`config.mk`:
```
export PLATFORM = sky130hd
export DESIGN_NAME = mv_run_sequencer_flat
export DESIGN_NICKNAME = d
export VERILOG_FILES = /design/src/rtl/mv_run_sequencer_if.sv /design/src/rtl/mv_run_sequencer.sv /design/src/flat_wrapper.sv
export SDC_FILE = /design/constraint.sdc
export NUM_CORES = 1
export LEC_CHECK = 0
export ABC_AREA = 1
export BUFFER_PORTS_ARGS = -buffer_cell sky130_fd_sc_hd__buf_2
export CORE_MARGIN = 3
export CORE_UTILIZATION = 62
export DETAILED_ROUTE_END_ITERATION = 16
export PLACE_DENSITY_LB_ADDON = 0.2
export SLEW_MARGIN = 10
export SYNTH_ARGS = -nofsm -noshare
export SYNTH_HDL_FRONTEND = slang
export SYNTH_SLANG_ARGS = --single-unit
```
`constraint.sdc`:
```
create_clock -name clk -period 4.85 [get_ports clk]
set_clock_uncertainty 0.1 [all_clocks]
set_input_delay 0.2425 -clock clk [delete_from_list [all_inputs] [get_ports clk]]
set_output_delay 0.2425 -clock clk [all_outputs]
set_load 0.02 [all_outputs]
```
`src/rtl/mv_run_sequencer_if.sv`:
```
// Command and Controller-side signal bundle for the matrix-vector run sequencer.
// The sequencer takes the slave view; the register block / Controller side takes
// the master view.
interface mv_run_sequencer_if;
  logic        start;
  logic        abort;
  logic [8:0]  cfg_width;
  logic [15:0] cfg_iteration;
  logic        finish;
  logic        ctrl_rstn;
  logic        running;
  logic [8:0]  width;
  logic [15:0] iteration;
  logic        busy;
  logic        done;
  logic [1:0]  status;
  logic        irq;
  logic [31:0] cycle_count;

  modport slave (
    input  start, abort, cfg_width, cfg_iteration, finish,
    output ctrl_rstn, running, width, iteration, busy, done, status, irq, cycle_count
  );

  modport master (
    output start, abort, cfg_width, cfg_iteration, finish,
    input  ctrl_rstn, running, width, iteration, busy, done, status, irq, cycle_count
  );
endinterface

```
`src/rtl/mv_run_sequencer.sv`:
```
// Run sequencer in front of the matrix-vector Controller: validates and latches
// the command, holds the Controller in reset for a clear window, keeps running
// asserted until finish, and reports termination via status/irq/cycle_count.
module mv_run_sequencer #(
  parameter int unsigned CLR_CYCLES = 2,
  parameter int unsigned MAX_WIDTH  = 384,
  parameter logic [31:0] TIMEOUT    = 32'hFFFF_FFFF
) (
  input logic               clk,
  input logic               rst,
  mv_run_sequencer_if.slave bus
);

  typedef enum logic [2:0] {
    ST_IDLE  = 3'd0,
    ST_CHECK = 3'd1,
    ST_CLEAR = 3'd2,
    ST_RUN   = 3'd3,
    ST_FLUSH = 3'd4
  } state_t;

  localparam logic [1:0]  STAT_OK      = 2'b00;
  localparam logic [1:0]  STAT_BAD     = 2'b01;
  localparam logic [1:0]  STAT_TIMEOUT = 2'b10;
  localparam logic [1:0]  STAT_ABORT   = 2'b11;
  // Clear/flush counter is loaded with the last index so the window is exactly CLR_CYCLES long.
  localparam logic [31:0] CLR_LAST     = 32'(CLR_CYCLES - 32'd1);
  localparam logic [8:0]  MAX_W        = 9'(MAX_WIDTH);

  state_t      state_r;
  logic [31:0] clr_cnt_r;
  logic [1:0]  pending_r;
  logic        ctrl_rstn_r;
  logic        running_r;
  logic [8:0]  width_r;
  logic [15:0] iteration_r;
  logic        busy_r;
  logic        done_r;
  logic [1:0]  status_r;
  logic        irq_r;
  logic [31:0] cycle_count_r;
  logic        cfg_ok_s;
  logic [31:0] cycle_inc_s;

  // Config legality on the latched values (evaluated while in CHECK).
  always_comb begin
    cfg_ok_s = 1'b0;
    if ((width_r != 9'd0) && ((width_r % 9'd6) == 9'd0) &&
        (width_r <= MAX_W) && (iteration_r != 16'd0)) begin
      cfg_ok_s = 1'b1;
    end else begin
      cfg_ok_s = 1'b0;
    end
  end

  // Saturating next value of the run-cycle counter.
  always_comb begin
    cycle_inc_s = cycle_count_r;
    if (cycle_count_r != 32'hFFFF_FFFF) begin
      cycle_inc_s = cycle_count_r + 32'd1;
    end else begin
      cycle_inc_s = cycle_count_r;
    end
  end

  // Sequencer FSM; every output is registered and updated on state transitions.
  always_ff @(posedge clk) begin
    if (rst) begin
      state_r       <= ST_IDLE;
      clr_cnt_r     <= 32'd0;
      pending_r     <= STAT_OK;
      ctrl_rstn_r   <= 1'b0;
      running_r     <= 1'b0;
      width_r       <= 9'd6;
      iteration_r   <= 16'd1;
      busy_r        <= 1'b0;
      done_r        <= 1'b0;
      status_r      <= STAT_OK;
      irq_r         <= 1'b0;
      cycle_count_r <= 32'd0;
    end else begin
      irq_r <= 1'b0;
      case (state_r)
        ST_IDLE: begin
          ctrl_rstn_r <= 1'b1;
          running_r   <= 1'b0;
          if (bus.start) begin
            width_r       <= bus.cfg_width;
            iteration_r   <= bus.cfg_iteration;
            done_r        <= 1'b0;
            status_r      <= STAT_OK;
            cycle_count_r <= 32'd0;
            busy_r        <= 1'b1;
            state_r       <= ST_CHECK;
          end else begin
            busy_r <= 1'b0;
          end
        end
        ST_CHECK: begin
          if (bus.abort) begin
            pending_r   <= STAT_ABORT;
            clr_cnt_r   <= CLR_LAST;
            ctrl_rstn_r <= 1'b0;
            state_r     <= ST_FLUSH;
          end else if (cfg_ok_s) begin
            clr_cnt_r   <= CLR_LAST;
            ctrl_rstn_r <= 1'b0;
            state_r     <= ST_CLEAR;
          end else begin
            status_r <= STAT_BAD;
            irq_r    <= 1'b1;
            busy_r   <= 1'b0;
            state_r  <= ST_IDLE;
          end
        end
        ST_CLEAR: begin
          if (bus.abort) begin
            pending_r <= STAT_ABORT;
            clr_cnt_r <= CLR_LAST;
            state_r   <= ST_FLUSH;
          end else if (clr_cnt_r == 32'd0) begin
            ctrl_rstn_r   <= 1'b1;
            running_r     <= 1'b1;
            cycle_count_r <= 32'd1;
            state_r       <= ST_RUN;
          end else begin
            clr_cnt_r <= clr_cnt_r - 32'd1;
          end
        end
        ST_RUN: begin
          // finish beats abort, abort beats timeout.
          if (bus.finish) begin
            running_r <= 1'b0;
            done_r    <= 1'b1;
            status_r  <= STAT_OK;
            irq_r     <= 1'b1;
            busy_r    <= 1'b0;
            state_r   <= ST_IDLE;
          end else if (bus.abort || (cycle_count_r == TIMEOUT)) begin
            pending_r   <= bus.abort ? STAT_ABORT : STAT_TIMEOUT;
            clr_cnt_r   <= CLR_LAST;
            running_r   <= 1'b0;
            ctrl_rstn_r <= 1'b0;
            state_r     <= ST_FLUSH;
          end else begin
            cycle_count_r <= cycle_inc_s;
          end
        end
        ST_FLUSH: begin
          if (clr_cnt_r == 32'd0) begin
            ctrl_rstn_r <= 1'b1;
            status_r    <= pending_r;
            irq_r       <= 1'b1;
            busy_r      <= 1'b0;
            state_r     <= ST_IDLE;
          end else begin
            clr_cnt_r <= clr_cnt_r - 32'd1;
          end
        end
        default: begin
          ctrl_rstn_r <= 1'b1;
          running_r   <= 1'b0;
          busy_r      <= 1'b0;
          state_r     <= ST_IDLE;
        end
      endcase
    end
  end

  assign bus.ctrl_rstn   = ctrl_rstn_r;
  assign bus.running     = running_r;
  assign bus.width       = width_r;
  assign bus.iteration   = iteration_r;
  assign bus.busy        = busy_r;
  assign bus.done        = done_r;
  assign bus.status      = status_r;
  assign bus.irq         = irq_r;
  assign bus.cycle_count = cycle_count_r;

endmodule

```
`src/flat_wrapper.sv`:
```
// flat-port wrapper written by rule: the top's interface ports become plain ports
module mv_run_sequencer_flat 
#(
  parameter int unsigned CLR_CYCLES = 2,
  parameter int unsigned MAX_WIDTH  = 384,
  parameter logic [31:0] TIMEOUT    = 32'hFFFF_FFFF
)
  (clk, rst, bus_start, bus_abort, bus_cfg_width, bus_cfg_iteration, bus_finish, bus_ctrl_rstn, bus_running, bus_width, bus_iteration, bus_busy, bus_done, bus_status, bus_irq, bus_cycle_count);
  mv_run_sequencer_if bus_i ();
  input logic clk;
  input logic rst;
  input wire logic [$bits(bus_i.start)-1:0] bus_start;
  input wire logic [$bits(bus_i.abort)-1:0] bus_abort;
  input wire logic [$bits(bus_i.cfg_width)-1:0] bus_cfg_width;
  input wire logic [$bits(bus_i.cfg_iteration)-1:0] bus_cfg_iteration;
  input wire logic [$bits(bus_i.finish)-1:0] bus_finish;
  output wire logic [$bits(bus_i.ctrl_rstn)-1:0] bus_ctrl_rstn;
  output wire logic [$bits(bus_i.running)-1:0] bus_running;
  output wire logic [$bits(bus_i.width)-1:0] bus_width;
  output wire logic [$bits(bus_i.iteration)-1:0] bus_iteration;
  output wire logic [$bits(bus_i.busy)-1:0] bus_busy;
  output wire logic [$bits(bus_i.done)-1:0] bus_done;
  output wire logic [$bits(bus_i.status)-1:0] bus_status;
  output wire logic [$bits(bus_i.irq)-1:0] bus_irq;
  output wire logic [$bits(bus_i.cycle_count)-1:0] bus_cycle_count;
  assign bus_i.start = bus_start;
  assign bus_i.abort = bus_abort;
  assign bus_i.cfg_width = bus_cfg_width;
  assign bus_i.cfg_iteration = bus_cfg_iteration;
  assign bus_i.finish = bus_finish;
  assign bus_ctrl_rstn = bus_i.ctrl_rstn;
  assign bus_running = bus_i.running;
  assign bus_width = bus_i.width;
  assign bus_iteration = bus_i.iteration;
  assign bus_busy = bus_i.busy;
  assign bus_done = bus_i.done;
  assign bus_status = bus_i.status;
  assign bus_irq = bus_i.irq;
  assign bus_cycle_count = bus_i.cycle_count;
  mv_run_sequencer #(.CLR_CYCLES(CLR_CYCLES), .MAX_WIDTH(MAX_WIDTH), .TIMEOUT(TIMEOUT)) u_core (.clk(clk), .rst(rst), .bus(bus_i));
endmodule
```
# Word-level counts from Yosys, hierarchy flattened
# Index checks and enable logic that the tools add are counted.
word_totals:
  in_bits: 30
  n_memories: 0
  mem_bits_ro: 0
  latch_bits: 0
  ram_bits: 0
  ff_bits: 101
  output_inout_bits: 64
op_classes:
  n_eq_ne: 21
  multipliers: 0
  order_cmp: 1
  div_mod_pow: 1
  muxes: 60
  add_sub_neg: 2
  n_reduce_logical: 26
  shift: 0
  n_bitwise: 2
op_table:
  columns: ["op", "count"]
  rows:
  - ["$mux W32", 12]
  - ["$pmux W32 S4", 1]
  - ["$pmux W32 S3", 1]
  - ["$add A32 B1 Y32 const B", 1]
  - ["$eq A32 B32 Y1 const B", 1]
  - ["$logic_not A32 Y1", 1]
  - ["$ne A32 B32 Y1 const B", 1]
  - ["$sub A32 B1 Y32 const B", 1]
  - ["$mux W1", 22]
  - ["$mux W3", 7]
  - ["$reduce_and A4 Y1", 5]
  - ["$mux W2", 9]
  - ["$reduce_bool A16 Y1", 1]
  - ["$pmux W3 S5", 1]
  - ["$ne A2 B2 Y1 const B", 7]
  - ["$ne A2 B1 Y1 const B", 5]
  - ["$le A9 B9 Y1 const B", 1]
  - ["$logic_not A9 Y1", 1]
  - ["$mod A9 B3 Y9 const B", 1]
  - ["$ne A3 B2 Y1 const B", 3]
  - ["$reduce_bool A9 Y1", 1]
  - ["$pmux W2 S4", 1]
  - ["$reduce_bool A4 Y1", 2]
  - ["$reduce_and A7 Y1", 1]
  - ["19 further kinds", 26]

# Depth between registers and ports, before layout
depth:
  depth_word: 9
  ltp_mapped: 27
  depth_no_buf: 27

# Least setup slack after synthesis
# No wires, ideal clock.
synth_timing:
  kind: "register to register"
  startpoint: "reg u_core.width_r[8], in the netlist u_core.bus.width[8]"
  endpoint: "reg u_core.ctrl_rstn_r, in the netlist u_core.bus.ctrl_rstn"
  slack_ns: 1.946
  n_path_buf: 1
  required_time_ns: 4.638
  setup_time_ns: 0.112
  path_stages_with_launch: 26
  t_arrival_ns: 2.692
  period_less_slack_ns: 2.904
  cell_sequence: "dfxtp_1 > inv_1 > o21ai_2 > nand3_2 > nand2_1 > nand2_1 > nand2_1 > o21ai_1 > nand2_1 > inv_1 > o21ai_1 > nand2_1 > a21oi_1 > nor2_1 > ha_1 > inv_1 > nand2_1 > nor2_1 > nand2_1 > nand2_1 > nand3_1 > nand2_2 > nand3_4 > buf_6 > a21oi_2 > nor2_1"
synth_via:
  elab_chain_len: 8
  elab_cells_between_ends: 10
  classes_between: "div: 1; order compare: 1; eq/ne: 1; mux: 1; reduce/logical: 6"
synth_rtl:
  columns: ["element", "line_no", "text"]
  rows:
  - ["from (decl)", "mv_run_sequencer.sv:35", "logic [8:0] width_r;"]
  - ["from (signal assigned)", "mv_run_sequencer.sv:88", "width_r <= bus.cfg_width;"]
  - ["$mod A9 B3 Y9", "mv_run_sequencer.sv:48", "if ((width_r != 9'd0) && ((width_r % 9'd6) == 9'd0) &&"]
  - ["$logic_not A9 Y1", "mv_run_sequencer.sv:48", null]
  - ["$logic_and A1 B1 Y1", "mv_run_sequencer.sv:48", null]
  - ["$logic_and A1 B1 Y1 (*)", "mv_run_sequencer.sv:48", null]
  - ["$logic_and A1 B1 Y1 (*)", "mv_run_sequencer.sv:49", "(width_r <= MAX_W) && (iteration_r != 16'd0)) begin"]
  - ["$mux W1 (*)", "mv_run_sequencer.sv:48", null]
  - ["$ne A3 B2 Y1 (no line) (*)", null, null]
  - ["$reduce_and A4 Y1 (no line) (*)", null, null]
  - ["to (signal assigned)", "mv_run_sequencer.sv:72", "ctrl_rstn_r <= 1'b0;"]
  - ["to (signal assigned)", "mv_run_sequencer.sv:85", "ctrl_rstn_r <= 1'b1;"]
  - ["to (signal assigned)", "mv_run_sequencer.sv:103", "ctrl_rstn_r <= 1'b0;"]
  - ["to (decl)", "mv_run_sequencer.sv:33", "logic ctrl_rstn_r;"]
# Mark *: on every way between the ends. The rest lies on a longest branch, timed or not.
# A chain may end at the register's enable or synchronous reset.

# Worst setup path in the final report
layout_timing:
  startpoint: "reg u_core.clr_cnt_r[22]"
  endpoint: "reg u_core.cycle_count_r[14], in the netlist u_core.bus.cycle_count[14]"
layout_via:
  elab_chain_len: 3
layout_rtl:
  columns: ["element", "line_no", "text"]
  rows:
  - ["from (decl)", "mv_run_sequencer.sv:31", "logic [31:0] clr_cnt_r;"]
  - ["from (signal assigned)", "mv_run_sequencer.sv:127", "clr_cnt_r <= clr_cnt_r - 32'd1;"]
  - ["from (signal assigned)", "mv_run_sequencer.sv:157", "clr_cnt_r <= clr_cnt_r - 32'd1;"]
  - ["$logic_not A32 Y1", "mv_run_sequencer.sv:121", "end else if (clr_cnt_r == 32'd0) begin"]
  - ["$ne A2 B1 Y1 (no line)", null, null]
  - ["$reduce_and A7 Y1 (no line)", null, null]
  - ["to (signal assigned)", "mv_run_sequencer.sv:146", "cycle_count_r <= cycle_inc_s;"]
  - ["to (decl)", "mv_run_sequencer.sv:41", "logic [31:0] cycle_count_r;"]
# No other way between the ends.

==> key figures <==
Clock network
  – H-tree depth: 3
  – CTS buffer count: 9
  – CTS root buf: clkbuf_8
  – Total clock sinks: 101
  – CTS resizes: 0
  – Clock latency on the worst-skew pair: 0.38 ns
  – Clock transition at path regs: 0.09 ns
  – CTS tree: yes
  – Max Root-Sink Buffers: 2

Power
  – Sw Share: 43.1%
  – PD cells: roughly 400 nW/um2
  – Clk network pwr share: 19.2%
  – Max VDD drop: 0.000218 V
  – Comb pwr share: 46.9%
  – Tot Pwr: approximately 0.0027 W
  – Internal: 0.00155 W
  – P_sw: 0.00117 W
  – Leakage: between 3 and 4 nW
  – Reg power frac: 33.9%

Floorplanning
  – Chip Height: 106 um
  – Num ports: 94
  – Row cnt: 35
  – DIE AREA: 11200 um2
  – Starting density of the core: 65.4%
  – Die width: 106 um
  – Core ar.: 9460 um2

Placed design
  – Post-DP HPWL: 12200 um
  – Placed Area: 6700 um2
  – GPL Wtd Cong: 0.955
  – Worst slack, placed: 1.45 ns
  – Port Buffers: 93

Yosys
  – Largest family of logic cells by synthesized area: simple AND/OR/NAND/NOR gates
  – Xor/xnor cell area share of the yosys netlist: 1.98%
  – Post-synthesis instance total: 998
  – Post-synthesis compound-gate area fraction: approximately 15%
  – Cell variety after synth: 45
  – Post-synth EDFFs: 0
  – Syn Area/Cell: 6.20 um2
  – Adder-cell share of the synthesized area: less than 1%
  – Mapped Nets: 1032
  – Sequential cell area fraction in the yosys report: between 30% and 40%
  – Yosys warning total: 0
  – Flops & latches, synth: 101
  – Share of flip-flops with an asynchronous set or reset: 0%
  – Multiplexer share of the synthesized area: 0%
  – Synthesized cell area: 6190 um2
  – Main synth FF type: dfxtp_1
  – Post-Synth Simple-Gate Area: 37.7%

Route
  – DR vias: roughly 6700
  – DR iter-0 viols: 531
  – WL/cell: 13.9 um
  – Pre-antenna DRT Iters: 5
  – Final ANT Viol Nets: 0
  – Vias/cell: about 5.5
  – Final WL: approximately 17000 um
  – DRC viols: 0

Setup path
  – Setup CP Type: flip-flop to flip-flop
  – CP max-delay cell: o21ai_1
  – Reg2reg start: u_core.clr_cnt_r[22]
  – Worst R2R Path Depth: 14
  – Critical Path AT: 3.63 ns
  – Worst-path cell chain: nor2_1 -> inv_1 -> nor2_1 -> inv_1 -> nor2_1 -> nand4_1 -> nor2_2 -> nor2_1 -> nor2_4 -> inv_2 -> o21ai_1 -> inv_2 -> o21ai_0 -> a2bb2oi_1
  – Worst Path Required: 5.01 ns
  – Reg2reg setup slack: 1.38 ns
  – FF-to-FF End: u_core.bus.cycle_count[14]
  – Most frequent CP cell: nor2_1
  – Crit path max-delay family: simple AND/OR/NAND/NOR gates
  – Worst path max stage delay: around 0.55 ns
  – Startpoint Class: flip-flop
  – CP Capture Type: flip-flop
  – Worst path buffer plus inverter count: 4
  – Critical Path Fanout Max: 22

STA
  – Fin crit share: 71.4%
  – Final worst slack: 1.38 ns
  – Max Slew Vio Count: 0
  – Minimum clock period: approximately 3.5 ns
  – Final Hold Viols: 0
  – Setup TNS: 0 ns
  – Max Freq: slightly below 300 MHz
  – Unrepaired setup endpoints after global routing: false
  – Measured slew at the worst slew-check pin: a little under 1 ns
  – Relative slew margins: a little over a third
  – Final setup fails: 0

GRT
  – First-pass GRT wire length: 28400 um
  – Vias in the first global route: 6158
  – Initial antenna violation count: 0
  – GRT overflow: 0
  – Largest net degree at the start of global routing: 60
  – Global-route usage over all layers: 30.5%

Worst hold path
  – Worst hold-check path type: input pin to flip-flop
  – WHS Endpoint: u_core.bus.iteration[6]
  – Hold path depth: 3
  – Min-delay src: bus_cfg_iteration[6]

Final layout
  – Leading cell type in the layout, fill and taps excluded: nand2_1
  – Nets: approximately 1100
  – Most frequent cells in the layout: 190 x nand2_1, 162 x nor2_1, 139 x inv_1, 104 x a21oi_1, 101 x dfxtp_1
  – Share of layout cells above drive strength 1: 14.7%
  – Fin util: 73.2%
  – Ant diodes: 0
  – Synth-to-Final Area Change: 11.9%
  – Post-route cell area: 6930 um2

Status
  – Status: finished, final reports clean

Flow run
  – MaxCap Viol Count: 0
-- routing by layer --
| layer | vias to the layer above | GRT usage (%) | part of all wire, % |
|---|---|---|---|
| met5 | - | 0 | 0 |
| met3 | 18 | 5.71 | 9.4 |
| met4 | 0 | 6.66 | 0.89 |
| met1 | 2983 | 43.2 | 46 |
| li1 | 3406 | - | - |
| met2 | 295 | 48.7 | 44 |
-- sequential cells by signal (all words and copies together), names as in the netlist, 2 cells and up --
name                    count
u_core.bus.status           2
u_core.pending_r            2
u_core.state_r              3
u_core.clr_cnt_r           32
u_core.bus.iteration       16
u_core.bus.cycle_count     32
u_core.bus.width            9
-- cell usage after synthesis, types with 9 or more instances --
cell type	n	area share, %
dfxtp_1	101	33
inv_1	139	8.4
nand3_1	67	5.4
nor2_1	163	9.9
o21ai_0	35	2.8
nor4_1	12	1.2
nand4_1	29	2.9
nor2_2	9	0.91
nor3_1	30	2.4
clkbuf_1	23	1.4
a21oi_1	104	8.4
nand2_1	190	12
-- area by class of cell --
class / instances / area [um2]
Clock inverter: 2 / 37.5
Inverter: 149 / 559
Timing Repair Buffer: 101 / 538
Fill cell: 851 / 2530
Sequential cell: 101 / 2020
Clock buffer: 10 / 138
Tap cell: 129 / 161
Multi-Input combinational cell: 717 / 3470
-- timing repair --
action,in CTS,in global routing
hold endpoints to repair,5,0
buffers inserted,0,0
hold buffers,5,0
-- tightest hold or removal path, delay by kind of cell --
kind / cells / cell delay (ns)
compound gates: 1 / 0.05
buf+inv: 1 / 0.10
simple gates: 1 / 0.05
-- logic make-up after synthesis --
| family | count (synthesis) |
|---|---|
| xor gates and xnor gates | 14 |
| AOI/OAI and AO/OA | 174 |
| adders and majority gates | 4 |
| buffers and inverters | 180 |
| and+or+nand+nor | 525 |
| DFF | 101 |
-- power groups by stage --
stage | logic [W] | registers [W] | clock network, W
CTS | 0.00126 | 0.000922 | 0.000531
floorplan | 0.000976 | 0.000967 | 0
finish | 0.00128 | 0.000924 | 0.000525
detailed placement | 0.00125 | 0.000941 | 0
global route | 0.00145 | 0.000931 | 0.000562
global placement | 0.00123 | 0.000940 | 0
-- per-stage QoR --
step | cells | hold WS [ns]
floorplan | 998 | 0.256
global placement | 1192 | 0.350
detailed placement | 1192 | 0.357
CTS | 1209 | 0.000133
global route | 1209 | 0.0107
finish | 1209 | 0.00654
-- worst max path at each step --
stage,slack (ns),cells past startpoint,start,end
after floorplan,1.95,25,u_core.bus.width[8],u_core.bus.ctrl_rstn
after global placement,1.50,14,u_core.clr_cnt_r[22],u_core.bus.cycle_count[14]
after detailed placement,1.45,14,u_core.clr_cnt_r[22],u_core.bus.cycle_count[14]
after CTS,1.43,14,u_core.clr_cnt_r[23],u_core.bus.cycle_count[14]
after global routing,1.03,24,u_core.bus.width[7],u_core.clr_cnt_r[29]
final,1.38,14,u_core.clr_cnt_r[22],u_core.bus.cycle_count[14]
(Power assumes the default switching activity.)
